==> src/rtl/seq_divider.sv <==
// Sequential unsigned restoring divider: one quotient bit per clock under a
// start/done handshake, with a divide-by-zero fast path that completes in one edge.
module seq_divider #(
  parameter int unsigned WIDTH = 5
) (
  input  logic             clock,
  input  logic             reset_n,
  input  logic             start,
  input  logic [WIDTH-1:0] dividend,
  input  logic [WIDTH-1:0] divisor,
  output logic             busy,
  output logic             done,
  output logic [WIDTH-1:0] quotient,
  output logic [WIDTH-1:0] remainder,
  output logic             div_by_zero
);

  localparam int unsigned CW = $clog2(WIDTH + 1);

  typedef enum logic [1:0] {
    IDLE = 2'd0,
    RUN  = 2'd1,
    DONE = 2'd2
  } state_t;

  state_t           state, state_nx;
  logic [WIDTH-1:0] a, a_nx;
  logic [WIDTH-1:0] d, d_nx;
  logic [WIDTH-1:0] r, r_nx;
  logic [CW-1:0]    cnt, cnt_nx;
  logic [WIDTH-1:0] q_nx, rem_nx;
  logic             dbz_nx;
  logic [WIDTH:0]   shifted, diff;
  logic             qbit;

  // Partial remainder is always < divisor, so its top bit is stored implicitly
  // as zero; the extra bit only exists in the trial subtraction.
  always_comb begin
    shifted  = {1'b0, r, a[WIDTH-1]};
    shifted  = {r, a[WIDTH-1]};
    diff     = shifted - {1'b0, d};
    qbit     = ~diff[WIDTH];
    state_nx = state;
    a_nx     = a;
    d_nx     = d;
    r_nx     = r;
    cnt_nx   = cnt;
    q_nx     = quotient;
    rem_nx   = remainder;
    dbz_nx   = div_by_zero;
    case (state)
      IDLE, DONE: begin
        state_nx = IDLE;
        if (start) begin
          if (divisor == '0) begin
            state_nx = DONE;
            q_nx     = '1;
            rem_nx   = dividend;
            dbz_nx   = 1'b1;
          end else begin
            a_nx     = dividend;
            d_nx     = divisor;
            r_nx     = '0;
            cnt_nx   = CW'(WIDTH);
            state_nx = RUN;
          end
        end
      end
      RUN: begin
        a_nx   = {a[WIDTH-2:0], qbit};
        r_nx   = qbit ? diff[WIDTH-1:0] : shifted[WIDTH-1:0];
        cnt_nx = cnt - CW'(1);
        if (cnt == CW'(1)) begin
          state_nx = DONE;
          q_nx     = a_nx;
          rem_nx   = r_nx;
          dbz_nx   = 1'b0;
        end
      end
      default: state_nx = IDLE;
    endcase
  end

  always_ff @(posedge clock or negedge reset_n) begin
    if (!reset_n) begin
      state       <= IDLE;
      a           <= '0;
      d           <= '0;
      r           <= '0;
      cnt         <= '0;
      quotient    <= '0;
      remainder   <= '0;
      div_by_zero <= 1'b0;
      busy        <= 1'b0;
      done        <= 1'b0;
    end else begin
      state       <= state_nx;
      a           <= a_nx;
      d           <= d_nx;
      r           <= r_nx;
      cnt         <= cnt_nx;
      quotient    <= q_nx;
      remainder   <= rem_nx;
      div_by_zero <= dbz_nx;
      busy        <= (state_nx == RUN);
      done        <= (state_nx == DONE);
    end
  end

endmodule

==> config.mk <==
export PLATFORM = sky130hd
export DESIGN_NAME = seq_divider
export DESIGN_NICKNAME = d
export VERILOG_FILES = /design/src/rtl/seq_divider.sv
export SDC_FILE = /design/constraint.sdc
export NUM_CORES = 1
export LEC_CHECK = 0
export ABC_AREA = 1
export CAP_MARGIN = 20
export CORE_ASPECT_RATIO = 1.4
export CORE_MARGIN = 3
export CORE_UTILIZATION = 55
export CTS_BUF_LIST = sky130_fd_sc_hd__clkbuf_2
export CTS_CLUSTER_SIZE = 30
export DETAILED_ROUTE_END_ITERATION = 8
export PLACE_DENSITY = 0.81
export SYNTH_ARGS = -nofsm -noshare
export SYNTH_HDL_FRONTEND = slang
export SYNTH_SLANG_ARGS = --single-unit
==> constraint.sdc <==
create_clock -name clock -period 3.5 [get_ports clock]
set_input_delay 0.7 -clock clock [delete_from_list [all_inputs] [get_ports clock]]
set_output_delay 0.7 -clock clock [all_outputs]
set_load 0.01 [all_outputs]
# ---- After elaboration in Yosys (flattened, before gate mapping)
# Index checks and enable logic that the tools add are counted.
dict set report totals {
  ramBits 0
  rom_bits 0
  wordCells 56
  ff_bits 33
  memories 0
  latch_bits 0
}
dict set report classes {
  magnitude_cmp 0
  add_sub_neg 2
  n_shift 0
  mux 26
  reduce_logical 7
  eq_ne 9
  div 0
  bitwise_logic 2
  n_mul 0
}
# op n
set op_table {}
lappend op_table {{$mux W5} 11}
lappend op_table {{$pmux W5 S2} 4}
lappend op_table {{$ne A2 B2 Y1 const B} 4}
lappend op_table {{$mux W2} 3}
lappend op_table {{$mux W3} 2}
lappend op_table {{$pmux W3 S2} 1}
lappend op_table {{$reduce_and A3 Y1} 2}
lappend op_table {{$sub A6 B5 Y6} 1}
lappend op_table {{$logic_not A5 Y1} 1}
lappend op_table {{$eq A2 B1 Y1 const B} 2}
lappend op_table {{$eq A2 B2 Y1 const B} 2}
lappend op_table {{$pmux W2 S2} 1}
lappend op_table {{$reduce_and A4 Y1} 1}
lappend op_table {{$eq A3 B1 Y1 const B} 1}
lappend op_table {{$mux W1} 3}
lappend op_table {{$sub A3 B1 Y3 const B} 1}
lappend op_table {{$logic_not A2 Y1} 1}
lappend op_table {{$not A1 Y1} 2}
lappend op_table {{$pmux W1 S2} 1}
lappend op_table {{$reduce_bool A2 Y1} 1}
lappend op_table {{$reduce_or A2 Y1} 1}

# ---- Longest topological paths before layout
# Gate-level depths: netlist of run 1.
dict set report depth {
  ltp_word 5
  depth_mapped 12
  mapped_depth_nobuf 12
}

# ---- Worst setup path after synthesis of run 1
# OpenSTA, ideal clock, no wires.
dict set report synth_timing {
  kind {reg2reg}
  from {reg a[4]}
  to {reg remainder[4]}
  setup_slack_ns 1.889
  path_stages_with_launch 12
  t_required_ns 3.387
  n_path_buf 0
  t_arrival_ns 1.498
  cell_sequence {dfrtp_1 inv_1 ha_1 inv_1 fa_1 nand3_1 nand2_1 xor2_1 nand3_1 nand3_1 nand2_1 inv_1}
}
dict set report synth_between {
  elab_chain_len 4
}
# element line_no
set synth_rtl {}
lappend synth_rtl {{from (decl)} 27} ;# logic [WIDTH-1:0] a, a_nx;
lappend synth_rtl {{from (signal assigned)} 98} ;# a <= a_nx;
lappend synth_rtl {{$sub A6 B5 Y6} 41} ;# diff = shifted - {1'b0, d};
lappend synth_rtl {{$mux W5} 71} ;# r_nx = qbit ? diff[WIDTH-1:0] : shifted[WIDTH-1:0];
lappend synth_rtl {{$mux W5} 73} ;# if (cnt == CW'(1)) begin
lappend synth_rtl {{$pmux W5 S2} 51} ;# case (state)
lappend synth_rtl {{to (signal assigned)} 103} ;# remainder <= rem_nx;
lappend synth_rtl {{to (decl)} 14} ;# output logic [WIDTH-1:0] remainder,
# No other way between the ends. The select of a mux whose other input is x is not followed.
# A chain may end at the register's enable or synchronous reset.

# ---- Final worst setup path of run 1
dict set report layout_timing {
  from {in divisor[1]}
  to {reg r[1]}
}
dict set report layout_between {
  elab_chain_len 3
}
# element line_no
set layout_rtl {}
lappend layout_rtl {{from (decl)} 10} ;# input logic [WIDTH-1:0] divisor,
lappend layout_rtl {{$logic_not A5 Y1} 55} ;# if (divisor == '0) begin
lappend layout_rtl {{$ne A2 B2 Y1 (no source line)} --}
lappend layout_rtl {{$reduce_and A3 Y1 (no source line)} --}
lappend layout_rtl {{to (signal assigned)} 100} ;# r <= r_nx;
lappend layout_rtl {{to (decl)} 29} ;# logic [WIDTH-1:0] r, r_nx;
# No other way between the ends.

==> results.toml, run 1 <==
[grt]
grt_max_degree = 34
grt_pass1_vias = 1450
grt_pass1_wl_um = 6210
grt_overflow = 0
grtUsageTotal_pct = 21.8
antenna_found_initial = 0

[critical_path]
crit_path_cell_trace = "clkdlybuf4s50_1 -> nor2_1 -> nand3_1 -> nand2_1 -> nand2_1 -> inv_1 -> nand2_1 -> nand3_1"
critical_path_class = "in -> reg"
cpPeakStageDelay_ps = 420
r2r_cells = 8
critical_path.top_delay_family = "simple AND/OR/NAND/NOR gates"
startpoint = "divisor[1]"
r2r-start = "state[0]$_DFF_PN0_"
crit_path_end_kind = "flip-flop"
critPathBufInv = 2
required_ps = 3800
path_max_fanout = 14
cp.depth = 8
worstPathArrival_ps = 2340
cp_common_cell = "nand2_1"
startpoint_type = "input pin"
cpMaxStageDelayCell = "clkdlybuf4s50_1"

[sta]
final_hold_viol_count = 0
period_share_pct = 58.4
worst_pin_slew_ps = 681
skew_ps = 7.90
maxSlewHeadroom_pct = 54.6
finalSetupViolations = 0
maxSlewViolCount = 0
finalSetupTns_ps = 0
final.min_clock_period_ps = 2040
rsz0062_at_grt = "false"
max_freq_ghz = 0.489

[synth]
yosysSeqAreaShare_pct = 48.5
yosysUniqueCellTypes = 27
yosys_warnings = 0
syn_nets = 221
synth_cells = 200
ys_ff_latch = 33
syn_avg_cell_area_um2 = 8.51
synth_area_um2 = 1700

[clock_network]
clk_pin_slew_ps = 140
cts.sink_count = 33
cts.path.max_buffers = 2
cts_buffers = 5
clk_latency_ps = 350
cts.htree.levels = 2
holdBufCountCts = 0
postCtsSetupBuffers = 0
ctsResizeCount = 0
clockRootBuffer = "clkbuf_2"
cts_tree = "built"

[worst_hold_path]
hp-class = "reg -> reg"
min-delay-start = "d[4]$_DFFE_PN0P_"
whs_path_depth = 2

[power_and_ir_drop]
p_per_area_nw_per_um2 = 957
leakagePower_nw = 1.01
total_power_mw = 1.92
vdd_drop_max_uv = 660

[detailed_routing]
avgRoutedWirePerCell_um = 13.5
drtIter0Drc = 43
ant_nets = 0
via_per_inst = 5.18
drc_errors = 0
dr.pass1.iters = 4
vias = 1373
routed_wl_um = 3580

[final_layout]
fin_area_um2 = 2000
fin_nets = 248
drive_gt1_share_pct = 5.70
area_growth_pct = 17.8
antenna_cells = 0

[placement]
dpl_cell_area_um2 = 1960
io_buffers = 25
hpwl_um = 2740
gp_congestion = 0.778

[floorplanning]
fp.dieH_um = 71.8
top_level_ports = 26
die_area_um2 = 3810
core_area_um2 = 2910
start_util_pct = 58.5
dieWidth_um = 53.0
rows = 23

[run_status]
outcome = "complete, no violations"

[run]
cap_violations = 0
-- layout by cell type (no fill, tap or decap), types with 5 or more instances in the layout --
cell type        synthesis  final
ha_1                     7      7
inv_1                   30     30
nor2_1                  12     12
or2_0                    5      5
a31oi_1                  5      5
a21oi_1                  8      8
dfrtp_1                 33     33
nand3_1                 24     24
clkbuf_2                 0      8
clkdlybuf4s50_1          0     25
o21ai_0                 13     13
nand2_1                 41     41
-- where the power goes --
part | total [mW] | internal (mW) | switching (mW)
registers | 0.644 | 0.560 | 0.0839
logic | 1.10 | 0.441 | 0.658
clock network | 0.175 | 0.0590 | 0.116
total | 1.92 | 1.06 | 0.858
-- path summary, 6_finish.rpt --
path | slack (ps) | endpoint
setup / recovery | 1460 | r[1]$_DFFE_PN0P_
hold / removal | 510 | d[4]$_DFFE_PN0P_
setup reg to reg | 1500 | remainder[0]$_DFFE_PN0P_
hold reg to reg | 510 | d[4]$_DFFE_PN0P_
max in group asynchronous | 2480 | a[1]$_DFFE_PN0P_
min in group asynchronous | 720 | remainder[4]$_DFFE_PN0P_
-- tightest hold or removal path, stage by stage, from the launching register on --
cell and delay [ps]:
dfrtp_1 370, nand2_1 50, o21ai_0 60
-- area by class of cell --
class / instances / area, um2
clock buffer: 8 / 40.0
fill: 255 / 902
inverter: 32 / 130
multi-input combinational: 129 / 704
sequential: 33 / 826
tap: 37 / 46.3
timing repair buffer: 26 / 258
-- cell usage after synthesis --
master | n | share of area, %
or2_0 | 5 | 1.8
nand4_1 | 2 | 0.74
fa_1 | 1 | 1.2
nor2_1 | 12 | 2.6
mux2_2 | 1 | 0.66
nand3_1 | 24 | 7.1
o21ai_0 | 13 | 3.8
inv_4 | 1 | 0.37
buf_6 | 2 | 1.3
or2_1 | 1 | 0.37
xnor2_1 | 1 | 0.51
buf_2 | 3 | 0.88
nand2_1 | 41 | 9.0
inv_1 | 30 | 6.6
a21oi_1 | 8 | 2.4
xor2_1 | 2 | 1.0
o221ai_1 | 1 | 0.51
o211ai_1 | 1 | 0.44
o22ai_1 | 1 | 0.37
inv_8 | 1 | 0.66
a31oi_1 | 5 | 1.8
ha_1 | 7 | 5.1
dfrtp_1 | 33 | 49
clkbuf_1 | 1 | 0.22
a21o_1 | 1 | 0.44
a21oi_4 | 1 | 0.96
a22oi_1 | 1 | 0.44
-- through the flow --
step | setup slack, ps | instances | hold slack (ps) | utilization (%)
floorplan | 1890 | 200 | 404 | -
global placement | 1130 | 257 | 475 | 67.6
finish | 1460 | 265 | 508 | 69.0
detailed placement | 1080 | 257 | 478 | 67.6
CTS | 1460 | 265 | 511 | 69.0
global route | 1250 | 265 | 554 | 69.0
-- state kept, by name, indices dropped and copies added, names as in the netlist --
| register | cells |
|---|---|
| a | 5 |
| busy | 1 |
| cnt | 3 |
| d | 5 |
| div_by_zero | 1 |
| done | 1 |
| quotient | 5 |
| r | 5 |
| remainder | 5 |
| state | 2 |
-- layer usage --
layer / part of all wire [%] / global-route usage [%]
met4: 1.4 / 7.10
met1: 42 / 25.3
met2: 54 / 38.7
met5: 0 / 0
met3: 2.4 / 4.99
-- cell families (layout without fill, tap and decap cells) --
kind of cell | count (synthesis) | count (layout) | share of synthesized area [%]
AO/OA/AOI/OAI | 32 | 32 | 11.2
multiplexers | 1 | 1 | 0.662
XOR/XNOR | 3 | 3 | 1.54
flip-flops | 33 | 33 | 48.5
adder cells (fa/ha/maj) | 8 | 8 | 6.32
AND/OR/NAND/NOR | 85 | 85 | 21.7
buffers and inverters | 38 | 66 | 10.1
Note: power is estimated with default switching activity, not from simulation.
==> run 2, diff against run 1 <==
==> constraint.sdc (replaced) <==
create_clock -name clock -period 2.1 [get_ports clock]
set_input_delay 0.42 -clock clock [delete_from_list [all_inputs] [get_ports clock]]
set_output_delay 0.42 -clock clock [all_outputs]
set_load 0.01 [all_outputs]
==> results.toml, run 2 (synthesis results as in run 1) <==
[run_status]
outcome = "complete, no violations"

[detailed_routing]
vias = 1433
routed_wl_um = 3700
ant_nets = 0
avgRoutedWirePerCell_um = 13.8
route.met2.wl_um = 1930
topRoutingLayerUsed = "met4"
drc_errors = 0
dr.pass1.iters = 4
via_per_inst = 5.35
wl_met3_um = 178
drt-met1-wl_um = 1500
drtIter0Drc = 88

[critical_path]
worstPathArrival_ps = 2150
startpoint_type = "flip-flop"
path_max_fanout = 5
cpMaxStageDelayCell = "dfrtp_1"
cp_common_cell = "nand2_1"
critPathBufInv = 1
crit_path_end_kind = "flip-flop"
required_ps = 2430
critical_path_class = "reg -> reg"
crit_path_cell_trace = "ha_1 -> nand2_1 -> nor2_1 -> nand2_1 -> nand3_1 -> nand2_1 -> nand2_1 -> nand3_1 -> nand3_1 -> nand2_1 -> inv_1"
cpPeakStageDelay_ps = 440
critical_path.top_delay_family = "simple AND/OR/NAND/NOR gates"

[power_and_ir_drop]
intPower_mw = 1.90
p_per_area_nw_per_um2 = 1640
power_frac_seq_pct = 32.0
vdd_drop_max_uv = 1240
combPwrFrac_pct = 55.7
switching_share_pct = 43.6
clockPowerShare_pct = 12.3
netSwitchingPower_mw = 1.48
leakagePower_nw = 1.03

[floorplanning]
dieWidth_um = 53.0
top_level_ports = 26
rows = 23
fp.dieH_um = 71.8
start_util_pct = 58.5
core_area_um2 = 2910
die_area_um2 = 3810

[clock_network]
clockRootBuffer = "clkbuf_2"
cts_buffers = 5
clk_pin_slew_ps = 170
cts.htree.levels = 2
cts.path.max_buffers = 2
clk_latency_ps = 390
holdBufCountCts = 0
cts.sink_count = 33
cts_tree = "built"

[placement]
gp_congestion = 0.828
place_ws_ps = 144
hpwl_um = 2690
io_buffers = 25

[final_layout]
antenna_cells = 0
drive_gt1_share_pct = 7.36
fin_util_pct = 70.9
area_growth_pct = 21.0
layout_common_cells = "40 x nand2_1, 33 x dfrtp_1, 30 x inv_1, 25 x clkdlybuf4s50_1, 24 x nand3_1"
layout_commonest_cell = "nand2_1"
fin_nets = 251

[sta]
worst_pin_slew_ps = 410
maxSlewViolCount = 0
final.min_clock_period_ps = 1820
maxSlewHeadroom_pct = 72.7
layout_setup_ws_ps = 275
finalSetupViolations = 0
max_freq_ghz = 0.548
period_share_pct = 86.9
fin_hold_ws_ps = 403
finalSetupTns_ps = 0
skew_ps = 19.4
rsz0062_at_grt = "false"
final_hold_viol_count = 0

[run]
cap_violations = 0

[grt]
antenna_found_initial = 0
grt_overflow = 0
grtUsageTotal_pct = 22.7
grt_pass1_vias = 1422
grt_max_degree = 34
grt_pass1_wl_um = 6230

[worst_hold_path]
hp-class = "in -> async"
-- run 2: changes by cell type in the layout (fill, tap and decap cells not counted) --
cell	delta
clkinvlp_4	+1
a21oi_1	-1
nand2_2	+1
bufinv_16	+1
clkinv_1	+1
clkbuf_2	-3
a21oi_2	+1
buf_4	+3
nand2_1	-1
-- run 2: metal layers --
metal,vias to the layer above,global-route usage (%)
met1,672,27.5
met5,-,0
met2,46,37.2
li1,706,-
met4,0,9.94
met3,9,6.24
-- run 2: what timing repair did --
| item | 4_1_cts | 5_1_grt |
|---|---|---|
| setup buffers | 0 | 0 |
| setup endpoints to repair | 0 | 3 |
| resized for setup | 0 | 2 |
-- run 2: final timing paths --
check	slack [ps]	cells after the start	end	from
setup / recovery	280	11	remainder[1]$_DFFE_PN0P_	r[1]$_DFFE_PN0P_
hold / removal	400	2	remainder[3]$_DFFE_PN0P_	reset_n
setup reg to reg	280	11	remainder[1]$_DFFE_PN0P_	r[1]$_DFFE_PN0P_
hold reg to reg	510	2	d[2]$_DFFE_PN0P_	d[2]$_DFFE_PN0P_
max in group asynchronous	1380	2	r[2]$_DFFE_PN0P_	reset_n
min in group clock	510	2	d[2]$_DFFE_PN0P_	d[2]$_DFFE_PN0P_
-- run 2: cell type report --
cell class / count / area (um2)
clock buffer: 5 / 25.0
clock inverter: 3 / 41.3
fill: 237 / 847
inverter: 32 / 130
multi-input combinational: 129 / 711
sequential: 33 / 826
tap: 37 / 46.3
timing repair buffer: 29 / 280
-- run 2: power groups by stage --
stage / combinational, mW / clock, mW / sequential [mW]
after global placement: 1.77 / 0 / 1.08
after floorplan: 1.24 / 0 / 1.12
final: 1.88 / 0.415 / 1.08
after CTS: 1.86 / 0.425 / 1.08
after global routing: 2.12 / 0.451 / 1.12
after detailed placement: 1.83 / 0 / 1.10
-- run 2: worst register-to-register path, cell delays in order, from the launching register on --
cell     delay, ps
dfrtp_1        440
ha_1           380
nand2_1         90
nor2_1         110
nand2_1        100
nand3_1        100
nand2_1         60
nand2_1        140
nand3_1        120
nand3_1        130
nand2_1         60
inv_1           40
-- run 2: per-stage QoR --
step | std cells | area, um2 | power [mW]
after detailed placement | 260 | 1990 | 2.93
after global routing | 268 | 2060 | 3.69
after global placement | 260 | 1990 | 2.85
after CTS | 268 | 2050 | 3.37
after floorplan | 200 | 1700 | 2.36
final | 268 | 2060 | 3.38
